[src/rtl/seg7_pkg.sv]
// Shared BCD type, seven-segment glyph constants (bit0=a .. bit6=g)
// and the decode/clamp helpers used by the counter display.
package seg7_pkg;

   typedef logic [3:0] bcd_t;

   localparam logic [6:0] SEG_0 = 7'h3F;
   localparam logic [6:0] SEG_1 = 7'h06;
   localparam logic [6:0] SEG_2 = 7'h5B;
   localparam logic [6:0] SEG_3 = 7'h4F;
   localparam logic [6:0] SEG_4 = 7'h66;
   localparam logic [6:0] SEG_5 = 7'h6D;
   localparam logic [6:0] SEG_6 = 7'h7D;
   localparam logic [6:0] SEG_7 = 7'h07;
   localparam logic [6:0] SEG_8 = 7'h7F;
   localparam logic [6:0] SEG_9 = 7'h6F;

   // Non-decimal codes show "0" so a corrupted digit never lights a random pattern.
   function automatic logic [6:0] seg7_decode(input bcd_t d);
      case (d)
         4'd0:    seg7_decode = SEG_0;
         4'd1:    seg7_decode = SEG_1;
         4'd2:    seg7_decode = SEG_2;
         4'd3:    seg7_decode = SEG_3;
         4'd4:    seg7_decode = SEG_4;
         4'd5:    seg7_decode = SEG_5;
         4'd6:    seg7_decode = SEG_6;
         4'd7:    seg7_decode = SEG_7;
         4'd8:    seg7_decode = SEG_8;
         4'd9:    seg7_decode = SEG_9;
         default: seg7_decode = SEG_0;
      endcase
   endfunction

   function automatic bcd_t bcd_clamp(input bcd_t d);
      return (d > 4'd9) ? 4'd9 : d;
   endfunction

endpackage

[src/rtl/bcd_digit.sv]
// One decade of the cascaded up/down BCD counter; carry_out is the
// combinational step request for the next more-significant digit.
module bcd_digit
   import seg7_pkg::*;
(
   input  logic clk,
   input  logic reset,
   input  logic step,
   input  logic up_dn,
   input  logic load,
   input  bcd_t load_val,
   output bcd_t value,
   output logic carry_out
);

   bcd_t r_value;

   always_ff @(posedge clk) begin
      if (reset) begin
         r_value <= 4'd0;
      end else if (load) begin
         r_value <= bcd_clamp(load_val);
      end else if (step) begin
         if (up_dn) r_value <= (r_value == 4'd9) ? 4'd0 : r_value + 4'd1;
         else       r_value <= (r_value == 4'd0) ? 4'd9 : r_value - 4'd1;
      end
   end

   assign value     = r_value;
   assign carry_out = step & (up_dn ? (r_value == 4'd9) : (r_value == 4'd0));

endmodule

[src/rtl/seven_segment_counter_mux.sv]
// Multi-digit BCD up/down counter with prescaled tick and multiplexed
// common-cathode display. Optional macro: LEADING_ZERO_BLANK_EN.
module seven_segment_counter_mux
   import seg7_pkg::*;
#(
   parameter int NUM_DIGITS = 4,
   parameter int CNT_WIDTH  = 24,
   parameter int MAX_COUNT  = 10_000_000,
   parameter int SCAN_DIV   = 10_000
) (
   input  logic                    clk,
   input  logic                    reset,
   input  logic                    en,
   input  logic                    up_dn,
   input  logic                    load,
   input  logic [4*NUM_DIGITS-1:0] load_val,
   input  logic [7:0]              cmp_in,
   output logic [6:0]              segments,
   output logic [NUM_DIGITS-1:0]   digit_sel,
   output logic [4*NUM_DIGITS-1:0] count_bcd,
   output logic                    tick,
   output logic                    wrap
);

   localparam int IDX_W  = (NUM_DIGITS > 1) ? $clog2(NUM_DIGITS) : 1;
   localparam int SCAN_W = (SCAN_DIV > 1) ? $clog2(SCAN_DIV) : 1;

   logic [CNT_WIDTH-1:0]  r_presc;
   logic [CNT_WIDTH-1:0]  w_cmp;
   logic                  r_tick;
   logic                  r_wrap;
   logic [SCAN_W-1:0]     r_scan_cnt;
   logic [IDX_W-1:0]      r_scan_idx;
   logic [NUM_DIGITS-1:0] r_digit_sel;
   logic [6:0]            r_segments;
   bcd_t                  w_digit [NUM_DIGITS];
   logic                  w_blank;

   assign w_cmp = (cmp_in == 8'd0) ? CNT_WIDTH'(MAX_COUNT) : CNT_WIDTH'({cmp_in, 10'b0});

   // ">=" lets a compare lowered below the running count restart on the next cycle.
   always_ff @(posedge clk) begin
      if (reset) begin
         r_presc <= '0;
         r_tick  <= 1'b0;
      end else if (en) begin
         if (r_presc >= w_cmp) begin
            r_presc <= '0;
            r_tick  <= 1'b1;
         end else begin
            r_presc <= r_presc + 1'b1;
            r_tick  <= 1'b0;
         end
      end else begin
         r_tick <= 1'b0;
      end
   end

   for (genvar gi = 0; gi < NUM_DIGITS; gi++) begin : g_dig
      logic w_step;
      logic w_carry;
      if (gi == 0) begin : g_lsd
         assign w_step = r_tick & en;
      end else begin : g_chain
         assign w_step = g_dig[gi-1].w_carry;
      end
      bcd_digit u_digit (
         .clk       (clk),
         .reset     (reset),
         .step      (w_step),
         .up_dn     (up_dn),
         .load      (load),
         .load_val  (load_val[4*gi +: 4]),
         .value     (w_digit[gi]),
         .carry_out (w_carry)
      );
      assign count_bcd[4*gi +: 4] = w_digit[gi];
   end

   // A carry out of the top digit is exactly the all-9s/all-0s rollover.
   always_ff @(posedge clk) begin
      if (reset) r_wrap <= 1'b0;
      else       r_wrap <= g_dig[NUM_DIGITS-1].w_carry & ~load;
   end

`ifdef LEADING_ZERO_BLANK_EN
   logic w_hi_zero;
   always_comb begin
      w_blank   = 1'b0;
      w_hi_zero = 1'b1;
      for (int i = NUM_DIGITS - 1; i > 0; i--) begin
         w_hi_zero = w_hi_zero & (w_digit[i] == 4'd0);
         if (r_scan_idx == IDX_W'(i)) w_blank = w_hi_zero;
      end
   end
`else
   assign w_blank = 1'b0;
`endif

   always_ff @(posedge clk) begin
      if (reset) begin
         r_scan_cnt  <= '0;
         r_scan_idx  <= '0;
         r_digit_sel <= NUM_DIGITS'(1);
         r_segments  <= SEG_0;
      end else begin
         if (r_scan_cnt == SCAN_W'(SCAN_DIV - 1)) begin
            r_scan_cnt <= '0;
            r_scan_idx <= (r_scan_idx == IDX_W'(NUM_DIGITS - 1)) ? '0 : r_scan_idx + 1'b1;
         end else begin
            r_scan_cnt <= r_scan_cnt + 1'b1;
         end
         r_digit_sel <= NUM_DIGITS'(1) << r_scan_idx;
         r_segments  <= w_blank ? 7'd0 : seg7_decode(w_digit[r_scan_idx]);
      end
   end

   assign segments  = r_segments;
   assign digit_sel = r_digit_sel;
   assign tick      = r_tick;
   assign wrap      = r_wrap;

endmodule
[config.mk]
export PLATFORM = sky130hd
export DESIGN_NAME = seven_segment_counter_mux
export DESIGN_NICKNAME = d
export VERILOG_FILES = /design/src/rtl/seg7_pkg.sv /design/src/rtl/bcd_digit.sv /design/src/rtl/seven_segment_counter_mux.sv
export SDC_FILE = /design/constraint.sdc
export NUM_CORES = 1
export LEC_CHECK = 0
export BUFFER_PORTS_ARGS = -buffer_cell sky130_fd_sc_hd__buf_2
export CORE_ASPECT_RATIO = 0.9
export CORE_UTILIZATION = 30
export DETAILED_ROUTE_END_ITERATION = 6
export PLACE_DENSITY_LB_ADDON = 0.15
export SLEW_MARGIN = 10
export SYNTH_ARGS = -nofsm -noshare
export SYNTH_HDL_FRONTEND = slang
export SYNTH_SLANG_ARGS = --single-unit
[constraint.sdc]
create_clock -name clk -period 4.3 [get_ports clk]
set_clock_uncertainty 0.15 [all_clocks]
set_input_delay 0.43 -clock clk [delete_from_list [all_inputs] [get_ports clk]]
set_output_delay 0.43 -clock clk [all_outputs]
set_load 0.005 [all_outputs]
* After elaboration in Yosys (flattened, before gate mapping)
Memory sizes are Yosys's and may differ from the RTL's. A register that Yosys moved wholly into a read port is not among the register bits.
Cells that the tools add are included.
** Word-level totals
- ROM bits :: 112
- Output and inout port bits :: 29
- Memories :: 1
- Register bits :: 62
- Word-level logic and storage cells :: 90
** Memory list
- (name not given) :: words 16, bits a word 7, read ports 1, clocked after Yosys merged registers in 1, write ports 0, line seg7_pkg.sv:20 : case (d)
** Operators by class
- Shift operators :: 1
- Reduce and logical (&&, ||, !) cells :: 11
- Muxes and demuxes :: 35
- Equality and inequality tests :: 6
- Bitwise gates (word level) :: 9
- Order comparisons :: 6
- Add/subtract/negate cells :: 11
** Operators by type and width (count)
- 4-bit two-way mux :: 26
- 24-bit two-way mux :: 2
- 24-bit by 1-bit adder with 24-bit output (second input constant) :: 1
- 24-bit greater-or-equal comparator :: 1
- 4-bit by 1-bit adder with 4-bit output (second input constant) :: 4
- 4-bit equality test (second input constant) :: 4
- 4-bit > comparator (second input constant) :: 4
- 4-bit logical NOT :: 4
- 4-bit by 1-bit subtractor with 4-bit output (second input constant) :: 4
- 14-bit by 1-bit adder with 14-bit output (second input constant) :: 1
- 14-bit equality test (second input constant) :: 1
- 4-bit binary-select mux with 2-bit select :: 1
- 8-bit logical NOT :: 1
- 2-bit nonzero test :: 4
- 1-bit bitwise AND :: 6
- 1-bit two-way mux :: 5
- 2-bit OR reduction :: 2
- 1-bit by 2-bit << shifter with 4-bit output (first input constant) :: 1
- 3-bit greater-or-equal comparator (second input constant) :: 1
- 2-bit NOT with 3-bit output :: 1
- 2-bit by 1-bit adder with 2-bit output (second input constant) :: 1
- 2-bit equality test (second input constant) :: 1
- 2-bit two-way mux :: 1
- 1-bit NOT :: 2

* Depth between registers and ports, before layout
Gate-level depths: netlist of the first run.
- Depth in word-level cells :: 7
- Mapped depth :: 10
- Mapped depth without buffers :: 9

* Hierarchy
From an unflattened synthesis of the first run, not the netlist that was laid out.
** Second synthesis, totals
- Cells, all modules :: 478
- Area, all modules :: 4161.5 um^2
** By module, submodules not included
- seven_segment_counter_mux :: times used 1, area an instance 2815.2 um^2, cells each 318
- bcd_digit :: times used 4, area an instance 336.6 um^2, cells each 40

* Worst setup path after synthesis of the first run
Ideal clock, no wire load.
- Kind :: in2reg
- From :: in cmp_in[3]
- To :: reg r_presc[23]
- Data arrival time :: 2873 ps
- Buffers on the path :: 1
- Setup slack :: 1162 ps
- Library setup time :: 115 ps
- Stages :: 10
- Cells stage by stage :: or4_1 > nor2_1 > inv_1 > ha_1 > nand4bb_4 > nor4_1 > a22oi_2 > a41oi_4 > buf_6 > nor2_1
** On the way
- Longest elaborated chain between the ends :: 4
** RTL lines
- start: declaration :: line seven_segment_counter_mux.sv:17 : input logic [7:0] cmp_in,
- 8-bit logical NOT :: line seven_segment_counter_mux.sv:39 : assign w_cmp = (cmp_in == 8'd0) ? CNT_WIDTH'(MAX_COUNT) : CNT_WIDTH'({cmp_in, 10'b0});
- 24-bit two-way mux (*) :: line seven_segment_counter_mux.sv:39
- 24-bit greater-or-equal comparator (*) :: line seven_segment_counter_mux.sv:47 : if (r_presc >= w_cmp) begin
- 24-bit two-way mux (*) :: line seven_segment_counter_mux.sv:47
- end signal: assignment :: line seven_segment_counter_mux.sv:51 : r_presc <= r_presc + 1'b1;
- end: declaration :: line seven_segment_counter_mux.sv:28 : logic [CNT_WIDTH-1:0] r_presc;
Mark *: on every way between the ends. The rest lies on a longest branch, timed or not.
A chain may end at the register's enable or synchronous reset.

* Worst setup path in the final report of the first run
- From :: in cmp_in[3]
- To :: reg r_presc[21]
Same word-level chain as after synthesis.

==> results.txt, run 1 <==
- The repair_antennas step left the layout with diodes totalling 0.
* Count of mapped cells out of synthesis: approximately 520
- Period Utilization, post-route: 0.7790
- Compared with the post-synthesis result, the final layout area differs by 17.29%.
- Flop pwr share: 0.418
- Nets: around 610
- In the synthesized netlist the async set-or-reset flop fraction comes to 0.
- The congestion estimate from routability-driven global placement came to between 0.7 and 0.8.
- The most critical setup path has its endpoint at r_presc[21]$_SDFFE_PP0P_.
* Number of storage elements in the synthesis netlist: 69
- Static power due to leakage: 1.865 nW
- Per-cell routed wire length: approximately 14 um
- Number of distinct library cells after synthesis: 61
* Count of vias placed by the detailed router: 3815
- Final cell count without fillers: 755
- When the netlist entered floorplanning its net count stood at ~570.
- Summed over all nets, the half-perimeter wirelength after detailed placement is about 7.5 mm.
- Ports: slightly below 60
* Maximum net fanout on the critical path: 19
- Wire segments on met2 add up to 4.730 mm in the final route.
- Antenna Nets Post-Route: 0
- A synthesized cell averages 8.112 sq um.
- Class of the worst hold path: in -> reg
* Drt total wl: 10.71 mm
- The startpoint identified for the worst register-to-register timing path is g_dig[0].u_digit.value[0]$_SDFFE_PP0P_.
* Kind of start point of the critical path: input pin
* Detailed-routing iteration count for the pre-antenna-repair pass: 5
* Site row count: 40
- Of the total power, the share spent switching nets is 0.2456.
* First element of the critical path: cmp_in[3]
* Initial detailed-routing violation count: 260
* Top cells by area, synth: sky130_fd_sc_hd__dfxtp_1, sky130_fd_sc_hd__ha_1, sky130_fd_sc_hd__nor2_1
* Top metal layer carrying routed signals: met4
- Wire length of the first global-routing pass: between 15 and 20 mm
- Ratio of routed vias to standard cells: 5.053
- The H-tree was split into 3 levels.
- Antenna violations before repair: 0
- # setup viols final: 0
- From left edge to right edge, the die measures between 100 and 150 um.
- Setup total negative slack: 0 ps
- Sum of met3 wire segment lengths after detailed routing: 384 um
- RSZ-0062 raised after global routing: no
* Combinational Power Share: 0.093
- The share of the Yosys chip area taken by registers is 0.3268.
- Cell area after technology mapping: approximately 4200 sq um
- Worst rel slew slack: 0.3458
* Proportion of layout cells with a drive suffix above 1: 0.1590
- VDD sags by at most roughly 0.19 mV.
- Register-to-Register Setup Slack: 1780 ps
* Num CTS Buffers: 9
* Top achievable clock speed: between 200 and 300 MHz
- The number of setup buffers added after CTS is 0.
* Most common library cell in the layout ignoring fill and taps: sky130_fd_sc_hd__nor2_1
- Maximum buffer depth of the clock tree: 2
- Leading register cell type out of synthesis: sky130_fd_sc_hd__dfxtp_1
- The final number of max-transition violations came to 0.
- Clk sink count: 69
- Total of max-cap violations: 0
- Post-CTS repair changed the size of 0 cells.
- The final hold violation count was 0.
* Required time of the worst setup path: approximately 4400 ps
* Initial standard-cell utilization of the core: 0.3116
* Outcome: complete, no violations
* Commonest cells after routing, fill and taps aside: sky130_fd_sc_hd__nor2_1, sky130_fd_sc_hd__dfxtp_1, sky130_fd_sc_hd__buf_2, sky130_fd_sc_hd__nand2_1, sky130_fd_sc_hd__o21ai_0
- TritonCTS built the clock tree.
- For this design the ratio of total power to cell area is 333.2 nW/um^2.
- Clock-pin slew reported for the worst setup and hold paths after clock tree synthesis: 60 ps
- At the end of the flow the core is filled with cells to 0.3655.
* Hold bufs inserted after CTS: 0
* # DRC: 0
* Clock tree root driver cell: sky130_fd_sc_hd__clkbuf_16
- Switching power: ~0.00041 W
* Count of flip-flops with a built-in enable after synthesis: 0
- For the pin with the worst max-slew slack, the measured transition is 981.3 ps.
- Share of Yosys cell area claimed by the top area cell type: 0.3268
* Final critical delay including setup and external delays: 3350 ps
- The die covers 14570 sq um.
- I/O Buffers: 57
- Capturing point of the worst reg2reg path: g_dig[2].u_digit.value[0]$_SDFFE_PP0P_
- The worst setup path is captured at a flip-flop.
- The detailed router put a total of 5.558 mm of wire on met1.
- The share of total power dissipated in the clock network is 0.489.
- Clock latency on the worst-skew pair, taken at its later pin, is approximately 330 ps.
- The number of global-route vias before repair is around 3500.
* Worst setup path class: in -> reg
* Yosys Warn Count: 0
* Gr ovfl total: 0
- Overall track demand over capacity in global routing: 0.1544
- In this run the standard cell core region covers 13560 sq um.
- At the worst endpoint, the arrival time is roughly 3400 ps.
- In this run, placement finished with an instance count of between 700 and 800.
- Maximum number of pins on one net before global-route repair: 34
- The die is 114.6 um tall.
* Most area-hungry cell type in the Yosys netlist: sky130_fd_sc_hd__dfxtp_1
* Internal power component: between 0.001 and 0.0015 W
- Counting cells, the worst reg-to-reg path comes to 5.
- The design draws 0.001652 W.
-- power by group through the flow --
stage	Sequential, W	Clock, W	Combinational [W]
2_1_floorplan	0.000683	0	0.000117
3_3_place_gp	0.000703	0	0.000152
3_5_place_dp	0.000703	0	0.000154
4_1_cts	0.000689	0.000842	0.000155
5_1_grt	0.000693	0.000873	0.000173
6_report	0.000690	0.000808	0.000154
-- worst min-delay path by stage --
stage | from | slack [ps] | end | cells after the start
after floorplan | r_scan_cnt[0]$_SDFF_PP0_ | 280 | r_scan_cnt[0]$_SDFF_PP0_ | 1
after global placement | r_scan_cnt[0]$_SDFF_PP0_ | 300 | r_scan_cnt[0]$_SDFF_PP0_ | 1
after detailed placement | r_scan_cnt[0]$_SDFF_PP0_ | 300 | r_scan_cnt[0]$_SDFF_PP0_ | 1
after CTS | load_val[9] | 190 | g_dig[2].u_digit.value[1]$_SDFFE_PP0P_ | 3
after global routing | load_val[9] | 220 | g_dig[2].u_digit.value[1]$_SDFFE_PP0P_ | 3
final | load_val[9] | 210 | g_dig[2].u_digit.value[1]$_SDFFE_PP0P_ | 3
-- sequential cells by signal, indices dropped and copies added (netlist names) --
register	flops
digit_sel	4
g_dig.u_digit.value	16
r_presc	24
r_scan_cnt	14
r_scan_idx	2
segments	7
tick	1
wrap	1
-- synth_stat cells, types with 3 or more instances --
library cell and count:
sky130_fd_sc_hd__xnor2_1 27, sky130_fd_sc_hd__a221oi_1 6, sky130_fd_sc_hd__buf_2 6, sky130_fd_sc_hd__nor4_1 10, sky130_fd_sc_hd__clkbuf_1 20, sky130_fd_sc_hd__ha_1 23, sky130_fd_sc_hd__and4_1 5, sky130_fd_sc_hd__o22ai_1 4
sky130_fd_sc_hd__nor2_1 72, sky130_fd_sc_hd__nor2b_1 5, sky130_fd_sc_hd__nand2_1 29, sky130_fd_sc_hd__a211oi_1 5, sky130_fd_sc_hd__o221ai_1 3, sky130_fd_sc_hd__nand2b_1 6, sky130_fd_sc_hd__mux4_2 4, sky130_fd_sc_hd__nor3b_1 4
sky130_fd_sc_hd__xor2_1 12, sky130_fd_sc_hd__a21oi_1 25, sky130_fd_sc_hd__o31ai_1 4, sky130_fd_sc_hd__dfxtp_1 69, sky130_fd_sc_hd__inv_1 27, sky130_fd_sc_hd__a31oi_1 3, sky130_fd_sc_hd__or3_1 4, sky130_fd_sc_hd__o21ai_0 28
sky130_fd_sc_hd__nand4b_1 4, sky130_fd_sc_hd__or4_1 3, sky130_fd_sc_hd__nand4_1 14, sky130_fd_sc_hd__nand3_1 22, sky130_fd_sc_hd__and2_1 12, sky130_fd_sc_hd__nor3_1 19, sky130_fd_sc_hd__and3_1 10
-- area by class of cell --
| class | instances | area, sq um |
|---|---|---|
| multi-input cells | 395 | 2616 |
| inverters | 28 | 105.1 |
| repair buffers | 58 | 292.8 |
| clock inverters | 6 | 86.33 |
| well taps | 189 | 236.5 |
| fillers | 1414 | 8606 |
| flip-flops and latches | 69 | 1381 |
| clock buffers | 10 | 239.0 |
-- per-stage QoR --
step | setup WS, ps | area (sq um) | hold slack [ps]
6_report | 950.5 | 4957 | 208.9
3_5_place_dp | 578.6 | 4632 | 303.9
3_3_place_gp | 730.6 | 4632 | 295.9
2_1_floorplan | 1162 | 4227 | 276.2
4_1_cts | 935.4 | 4957 | 190.1
5_1_grt | 753.8 | 4957 | 216.8
-- worst max-delay path, cell delays in order --
cell	delay [ps]
sky130_fd_sc_hd__buf_2	100
sky130_fd_sc_hd__or4_1	520
sky130_fd_sc_hd__nor2_1	300
sky130_fd_sc_hd__inv_1	170
sky130_fd_sc_hd__ha_1	380
sky130_fd_sc_hd__nand4bb_4	140
sky130_fd_sc_hd__nor4_1	360
sky130_fd_sc_hd__a22oi_2	230
sky130_fd_sc_hd__a41oi_4	640
sky130_fd_sc_hd__nor2_1	110
-- kinds of logic (layout without fill, tap and decap cells) --
logic type | Yosys count | count (layout) | share of synthesized area
mux | 8 | 8 | 0.03138
flops | 69 | 69 | 0.3268
simple gates | 226 | 226 | 0.2783
buf+inv | 57 | 102 | 0.05417
xor+xnor | 39 | 39 | 0.08082
compound gates | 99 | 99 | 0.1605
fa+ha+maj | 23 | 23 | 0.06809
-- metal layers --
metal  global-route usage  vias to the layer above
li1                     -                     1950
met1               0.2132                     1798
met2               0.2348                       65
met3              0.04159                        2
met4              0.04444                        0
met5                    0                        -
Note: power is estimated with default switching activity, not from simulation.
==> run 2, diff against run 1 <==
- clock period: 4.3 -> 3.3 ns (I/O delays scaled with it)
==> results.txt, run 2 (synthesis gave the netlist of run 1 again) <==
- Outcome: complete, no violations (unchanged)
- The count of cells resized by post-cts repair was 0 (unchanged).
* Antenna violations before repair: 0 (unchanged)
- Power density relative to cell area: 427.7 nW/um^2 (was 333.2 nW/um^2)
- Gr ovfl total: 0 (unchanged)
- Data arrival time of the worst path: 2760 ps (was 3400 ps)
- Delay contributed by the slowest stage of the critical path: 530 ps (was 640 ps)
- The proportion of layout cells with a drive suffix above 1 is 0.1678 (was 0.1590).
- Hold Worst Slack: 96.34 ps (was 208.9 ps)
* Worst rel slew slack: 0.3404 (was 0.3458)
- Clk_lat worst skew: 340 ps (was 330 ps)
- Ratio of routed vias to standard cells: 5.058 (was 5.053)
- The total clock buffers created by CTS is 9 (unchanged).
- Site row count: 40 (unchanged)
* Critical Path End Type: flip-flop (unchanged)
* Antenna Nets Post-Route: 0 (unchanged)
- Commonest cells after routing, fill and taps aside: sky130_fd_sc_hd__nor2_1, sky130_fd_sc_hd__dfxtp_1, sky130_fd_sc_hd__buf_2, sky130_fd_sc_hd__nand2_1, sky130_fd_sc_hd__o21ai_0 (unchanged)
* Number of buffers added for setup after CTS: 0 (unchanged)
* Setup total negative slack: 0 ps (unchanged)
* Family with the most delay on the worst path: simple AND/OR/NAND/NOR gates (unchanged)
- The wire length of the first global-routing pass is 17.66 mm (was 17.79 mm).
- The final hold violation count was 0 (unchanged).
- The register-to-register setup slack came to 960 ps (was 1780 ps).
* Kind of start point of the critical path: input pin (unchanged)
- Worst setup path class: in -> reg (unchanged)
* Top achievable clock speed: roughly 370 MHz
- Dividing the final minimum period by the clock period gives 0.8135.
- The final number of max-transition violations came to 0 (unchanged).
* Critical Path Slowest Stage Cell: sky130_fd_sc_hd__or4_1 (was sky130_fd_sc_hd__a41oi_4)
- Clock tree root driver cell: sky130_fd_sc_hd__clkbuf_16 (unchanged)
- Overall die area: 14570 sq um (unchanged)
* Hold bufs inserted after CTS: 0 (unchanged)
- The path type of the worst min-delay path was in -> reg (unchanged).
- The total routing resource utilization after global routing was 0.1555 (was 0.1544).
- Clk sink count: 69 (unchanged)
- Slew @ Worst Pin: 989.4 ps (was 981.3 ps)
* Nets: 619 (was 613)
- Most common library cell in the layout ignoring fill and taps: sky130_fd_sc_hd__nor2_1 (unchanged)
* Clock-pin slew reported for the worst setup and hold paths after clock tree synthesis: 60 ps (about the same)
* Final Wtd Congestion: 0.7501 (was 0.7741)
* RSZ-0062 raised after global routing: no (unchanged)
- Final critical delay including setup and external delays: about 2700 ps
- The number of top-level pins was 58 (unchanged).
* Most common cell on crit path: sky130_fd_sc_hd__nor2_1 (unchanged)
- The estimated wirelength of the detail-placed design is 7.638 mm (was 7.480 mm).
* Register name with the most flops: r_presc (unchanged)
* Antenna Cells: 0 (unchanged)
* Count of vias placed by the detailed router: 3849 (was 3815)
- The max-cap violation count is 0 (unchanged).
- The count of final setup violators came to 0 (unchanged).
- Maximum net fanout on the critical path: 19 (unchanged)
- The area taken by flip-flops and latches was 1381 sq um (unchanged).
* Die span in y: 114.6 um (unchanged)
* Count of buffering cells on the critical path with inverters included: 3 (was 2)
* Drt total wl: 10.73 mm (was 10.71 mm)
- List of cells traversed by the critical path: buf_2, or4_1, nor2_1, inv_1, ha_1, nand4bb_4, nor4_1, a22oi_2, a41oi_4, buf_4, nor2_1 (was buf_2, or4_1, nor2_1, inv_1, ha_1, nand4bb_4, nor4_1, a22oi_2, a41oi_4, nor2_1)
- Maximum number of pins on one net before global-route repair: 31 (was 34)
- H-tree lvl count: 3 (unchanged)
- The share of the core filled with cells came to 0.3683 (was 0.3655).
* Area of the multi-input gates: 2616 sq um (unchanged)
- Area growth from synthesis to layout: 18.18% (was 17.29%)
* Max reg flops: 24 (unchanged)
- I/O Buffers: 57 (unchanged)
* Required time of the worst setup path: 3380 ps (was 4350 ps)
- CTS tree: done (unchanged)
- Detailed-routing iteration count for the pre-antenna-repair pass: 4 (was 5)
- The filler cell count in the final layout was 1432 (was 1414).
- Per-cell routed wire length: 14.10 um (was 14.18 um)
* Via count of the first global-routing pass: 3488 (was 3536)
- Static power due to leakage: 1.893 nW (was 1.865 nW)
* Maximum buffer depth of the clock tree: 2 (unchanged)
- The number of DRC markers after the initial detailed-route iteration is 193 (was 260).
- Initial standard-cell utilization of the core: 0.3116 (unchanged)
* # DRC: 0 (unchanged)
- Horizontal die dimension: 127.1 um (unchanged)
- Placeable Area: 13560 sq um (unchanged)
* Worst-case vdd ir drop: 0.2418 mV (was 0.1890 mV)
run 2: worst register-to-register path, delay by kind of cell, from the launching register on:
family	cells	cell delay, ps
compound gates	4	1110
buf+inv	1	240
simple gates	1	120
fa+ha+maj	1	270
flops	1	400
run 2: power by group:
part,internal [W],total (W),switching [W],leakage (nW)
sequential,0.000856,0.000894,0.0000387,0.561
clock,0.000636,0.00103,0.000399,0.157
combinational,0.0000910,0.000207,0.000116,1.17
total,0.00158,0.00214,0.000554,1.89
run 2: per-layer routing:
| layer | global-route usage | share of wire |
|---|---|---|
| met1 | 0.2163 | 0.51 |
| met2 | 0.2341 | 0.44 |
| met3 | 0.03364 | 0.037 |
| met4 | 0.05952 | 0.015 |
| met5 | 0 | 0 |
run 2: final cells by class:
cell class | count | area share
Multi-Input combinational cell | 395 | 0.5238
Clock buffer | 11 | 0.05060
Clock inverter | 5 | 0.01303
Timing Repair Buffer | 64 | 0.06764
Tap cell | 189 | 0.04734
Sequential cell | 69 | 0.2766
Inverter | 28 | 0.02104
run 2: path summary, 6_finish.rpt:
path,from,end,depth (start not counted)
hold reg to reg,r_scan_cnt[0]$_SDFF_PP0_,r_scan_cnt[0]$_SDFF_PP0_,1
setup / recovery,cmp_in[6],r_presc[6]$_SDFFE_PP0P_,11
setup reg to reg,r_presc[17]$_SDFFE_PP0P_,r_presc[6]$_SDFFE_PP0P_,7
hold / removal,load_val[9],g_dig[2].u_digit.value[1]$_SDFFE_PP0P_,3
run 2: stage by stage:
step | area (sq um) | total power (W) | instances | setup WS, ps
after global placement | 4677 | 0.001118 | 745 | 301.8
final | 4995 | 0.002136 | 761 | 615.4
after CTS | 4995 | 0.002177 | 761 | 591.4
after detailed placement | 4677 | 0.001122 | 745 | 235.8
after global routing | 4995 | 0.002231 | 761 | 372.5
after floorplan | 4227 | 0.001043 | 521 | 262.5
==> run 3, diff against run 2 <==
- clock period: 3.3 -> 2.6 ns (I/O delays scaled with it)
==> results.txt, run 3 (synthesis gave the netlist of run 1 again) <==
- Hold Violations, Final: 0 (unchanged)
* Via count of the first global-routing pass: 3743 (was 3488)
- Outcome: complete, no violations (unchanged).
- Period Utilization, post-route: 0.9347
* Count of buffering cells on the critical path with inverters included: 3 (unchanged)
- Counting I/O delays and the setup requirement, the final critical path takes 2430 ps.
- The actual slew at the worst max-slew pin is 811.0 ps (was 989.4 ps).
- Horizontal die dimension: 127.1 um (unchanged)
- The number of buffer cells added on primary ports came to 57 (unchanged).
- Antenna Nets Post-Route: 0 (unchanged)
* Antenna violations before repair: 0 (unchanged)
- The total overflow reported by the global router was 0 (unchanged).
- The capture point of the critical path is r_presc[8]$_SDFFE_PP0P_ (was r_presc[6]$_SDFFE_PP0P_).
* Register name with the most flops: r_presc (unchanged)
- The number of flip-flops in the largest register was 24 (unchanged).
* Register-to-Register Setup Slack: 420 ps (was 960 ps)
* Capturing point of the worst reg2reg path: g_dig[3].u_digit.value[3]$_SDFFE_PP0P_ (was r_presc[6]$_SDFFE_PP0P_)
* Maximum buffer depth of the clock tree: 2 (unchanged)
* Power density relative to cell area: 518.6 nW/um^2 (was 427.7 nW/um^2)
* Placeable Area: 13560 sq um (unchanged)
- RSZ-0062 raised after global routing: no (unchanged).
- Maximum number of pins on one net before global-route repair: 20 (was 31)
- CTS tree: done (unchanged)
* Required time of the worst setup path: 2680 ps (was 3380 ps)
- The instance count on the critical path was 11 (unchanged).
- Area growth from synthesis to layout: 22.44% (was 18.18%)
- Kind of start point of the critical path: input pin (unchanged)
* Total of max-cap violations: 0 (unchanged)
- Site row count: 40 (unchanged)
- Ratio of routed vias to standard cells: 4.981 (was 5.058)
- The die span in y came to 114.6 um (unchanged).
- Initial standard-cell utilization of the core: 0.3116 (unchanged)
- The worst ir drop on vdd came to 0.4387 mV (was 0.2418 mV).
- Class of the worst hold path: in -> reg (unchanged)
* Wire length of the first global-routing pass: 18.91 mm (was 17.66 mm)
* Number of max-slew violations in the final report: 0 (unchanged)
* Detailed-routing iteration count for the pre-antenna-repair pass: 4 (unchanged)
- The count of cells resized by post-cts repair was 0 (unchanged).
- Initial detailed-routing violation count: 166 (was 193)
* Hold bufs inserted after CTS: 0 (unchanged)
- The sink count of the clock tree came to 69 (unchanged).
* Clk network pwr share: 0.470 (was 0.484)
* Area of the multi-input gates: 2668 sq um (was 2616 sq um)
- Critical Path End Type: flip-flop (unchanged)
* Hold Worst Slack: 32.21 ps (was 96.34 ps)
- The area taken by flip-flops and latches was 1381 sq um (unchanged).
- First element of the critical path: cmp_in[6] (unchanged)
* Top achievable clock speed: 411.5 MHz
- Commonest cells after routing, fill and taps aside: sky130_fd_sc_hd__nor2_1, sky130_fd_sc_hd__dfxtp_1, sky130_fd_sc_hd__buf_2, sky130_fd_sc_hd__nand2_1, sky130_fd_sc_hd__o21ai_0 (unchanged)
* Proportion of layout cells with a drive suffix above 1: 0.2054 (was 0.1678)
- The total clock buffers created by CTS was 9 (unchanged).
- Setup total negative slack: 0 ps (unchanged)
* Per-cell routed wire length: 14.20 um (was 14.10 um)
- The most common cell after layout, fill and taps aside was sky130_fd_sc_hd__nor2_1 (unchanged).
- The maximum net fanout on the critical path was 19 (unchanged).
- The full die area is 14570 sq um (unchanged).
* Overall track demand over capacity in global routing: 0.1643 (was 0.1555)
- Drt total wl: 11.05 mm (was 10.73 mm)
* Worst rel slew slack: 0.4593 (was 0.3404)
- Antenna Cells: 0 (unchanged)
- # DRC: 0 (unchanged)
- List of cells traversed by the critical path: buf_2, or4_4, nor2_4, inv_2, ha_1, nand4bb_4, nor4_2, a22oi_2, a41oi_4, buf_12, nor2_1 (was buf_2, or4_1, nor2_1, inv_1, ha_1, nand4bb_4, nor4_1, a22oi_2, a41oi_4, buf_4, nor2_1)
- The type of the worst setup path is in -> reg (unchanged).
- The clock-pin transition on the worst setup and hold timing paths came to 60 ps (about the same).
- The number of nets at the end of the flow is 636 (was 619).
- The net switching fraction of the power is 0.2637 (was 0.2593).
- Filler Cells Inserted: 1426 (was 1432)
- The cell at the slowest stage of the critical path is sky130_fd_sc_hd__or4_4 (was sky130_fd_sc_hd__or4_1).
* Combinational Power Share: 0.109 (was 0.097)
- # setup viols final: 0 (unchanged)
- Count of vias placed by the detailed router: 3875 (was 3849)
- The master cell of the clock root buffer is sky130_fd_sc_hd__clkbuf_16 (unchanged).
* Number of cells on the worst reg-to-reg path: 5 (was 7)
- The net switching power came to 0.0007077 W (was 0.0005539 W).
- Worst R2R Start: g_dig[1].u_digit.value[0]$_SDFFE_PP0P_ (was r_presc[17]$_SDFFE_PP0P_)
* Flop pwr share: 0.421 (was 0.419)
* H-tree lvl count: 3 (unchanged)
- Ports: 58 (unchanged)
- The data arrival time of the worst path is 2510 ps (was 2760 ps).
* Internal power component: 0.001976 W (was 0.001582 W)
- The overall power consumption was 0.002684 W (was 0.002136 W).
- The placer congestion estimate is 0.7726 (was 0.7501).
- The insertion delay to the later sink of the worst-skew pair came to 340 ps (about the same).
- The critical path's top delay family was simple AND/OR/NAND/NOR gates (unchanged).
- Static power due to leakage: 1.979 nW (was 1.893 nW)
* Post-detailed-placement half-perimeter wirelength: 8.131 mm (was 7.638 mm)
- Number of buffers added for setup after CTS: 0 (unchanged)
- Delay contributed by the slowest stage of the critical path: 540 ps (was 530 ps)
[run 3: changes by cell type in the layout (fill, tap and decap cells not counted), moves of 2 or more]
cell	previous run	this run
sky130_fd_sc_hd__buf_4	7	23
sky130_fd_sc_hd__clkbuf_8	2	0
sky130_fd_sc_hd__ha_1	23	21
sky130_fd_sc_hd__ha_4	0	2
sky130_fd_sc_hd__or4_1	3	1
sky130_fd_sc_hd__or4_4	0	2
[run 3: tightest hold or removal path, cell delays in order]
cell	delay (ps)
sky130_fd_sc_hd__buf_2	100
sky130_fd_sc_hd__nand2_1	50
sky130_fd_sc_hd__a21oi_1	50
[run 3: worst min-delay path by stage]
stage	cells after the start	startpoint	end
after floorplan	2	load_val[9]	g_dig[2].u_digit.value[1]$_SDFFE_PP0P_
after global placement	1	r_scan_cnt[0]$_SDFF_PP0_	r_scan_cnt[0]$_SDFF_PP0_
after detailed placement	1	r_scan_cnt[0]$_SDFF_PP0_	r_scan_cnt[0]$_SDFF_PP0_
after CTS	3	load_val[9]	g_dig[2].u_digit.value[1]$_SDFFE_PP0P_
after global routing	3	load_val[9]	g_dig[2].u_digit.value[1]$_SDFFE_PP0P_
final	3	load_val[9]	g_dig[2].u_digit.value[1]$_SDFFE_PP0P_
[run 3: layer usage]
| layer | GRT usage | up-vias | part of all wire |
|---|---|---|---|
| met1 | 0.2259 | 1813 | 0.52 |
| met3 | 0.03879 | 8 | 0.034 |
| met4 | 0.05238 | 0 | 0.0092 |
| met2 | 0.2531 | 68 | 0.44 |
| met5 | 0 | - | 0 |
| li1 | - | 1986 | - |
[run 3: power groups by stage]
stage,clock [W],combinational (W),sequential [W]
CTS,0.00130,0.000294,0.00113
finish,0.00126,0.000292,0.00113
global route,0.00134,0.000330,0.00114
detailed placement,0,0.000292,0.00115
floorplan,0,0.000196,0.00113
global placement,0,0.000289,0.00115
[run 3: area by class of cell]
cell class                 instances  area share
clock inverter                     7     0.01572
timing repair buffer              81     0.09236
clock buffer                       9     0.04352
inverter                          28     0.02031
tap                              189     0.04570
sequential                        69      0.2669
multi-input combinational        395      0.5155
[run 3: through the flow]
stage | utilization | area, sq um | setup slack, ps | instances
global route | 0.3816 | 5175 | 23.81 | 778
floorplan | - | 4278 | -69.58 | 521
finish | 0.3816 | 5175 | 169.9 | 778
detailed placement | 0.3589 | 4868 | -182.9 | 762
CTS | 0.3816 | 5175 | 158.5 | 778
global placement | 0.3589 | 4868 | -121.6 | 762
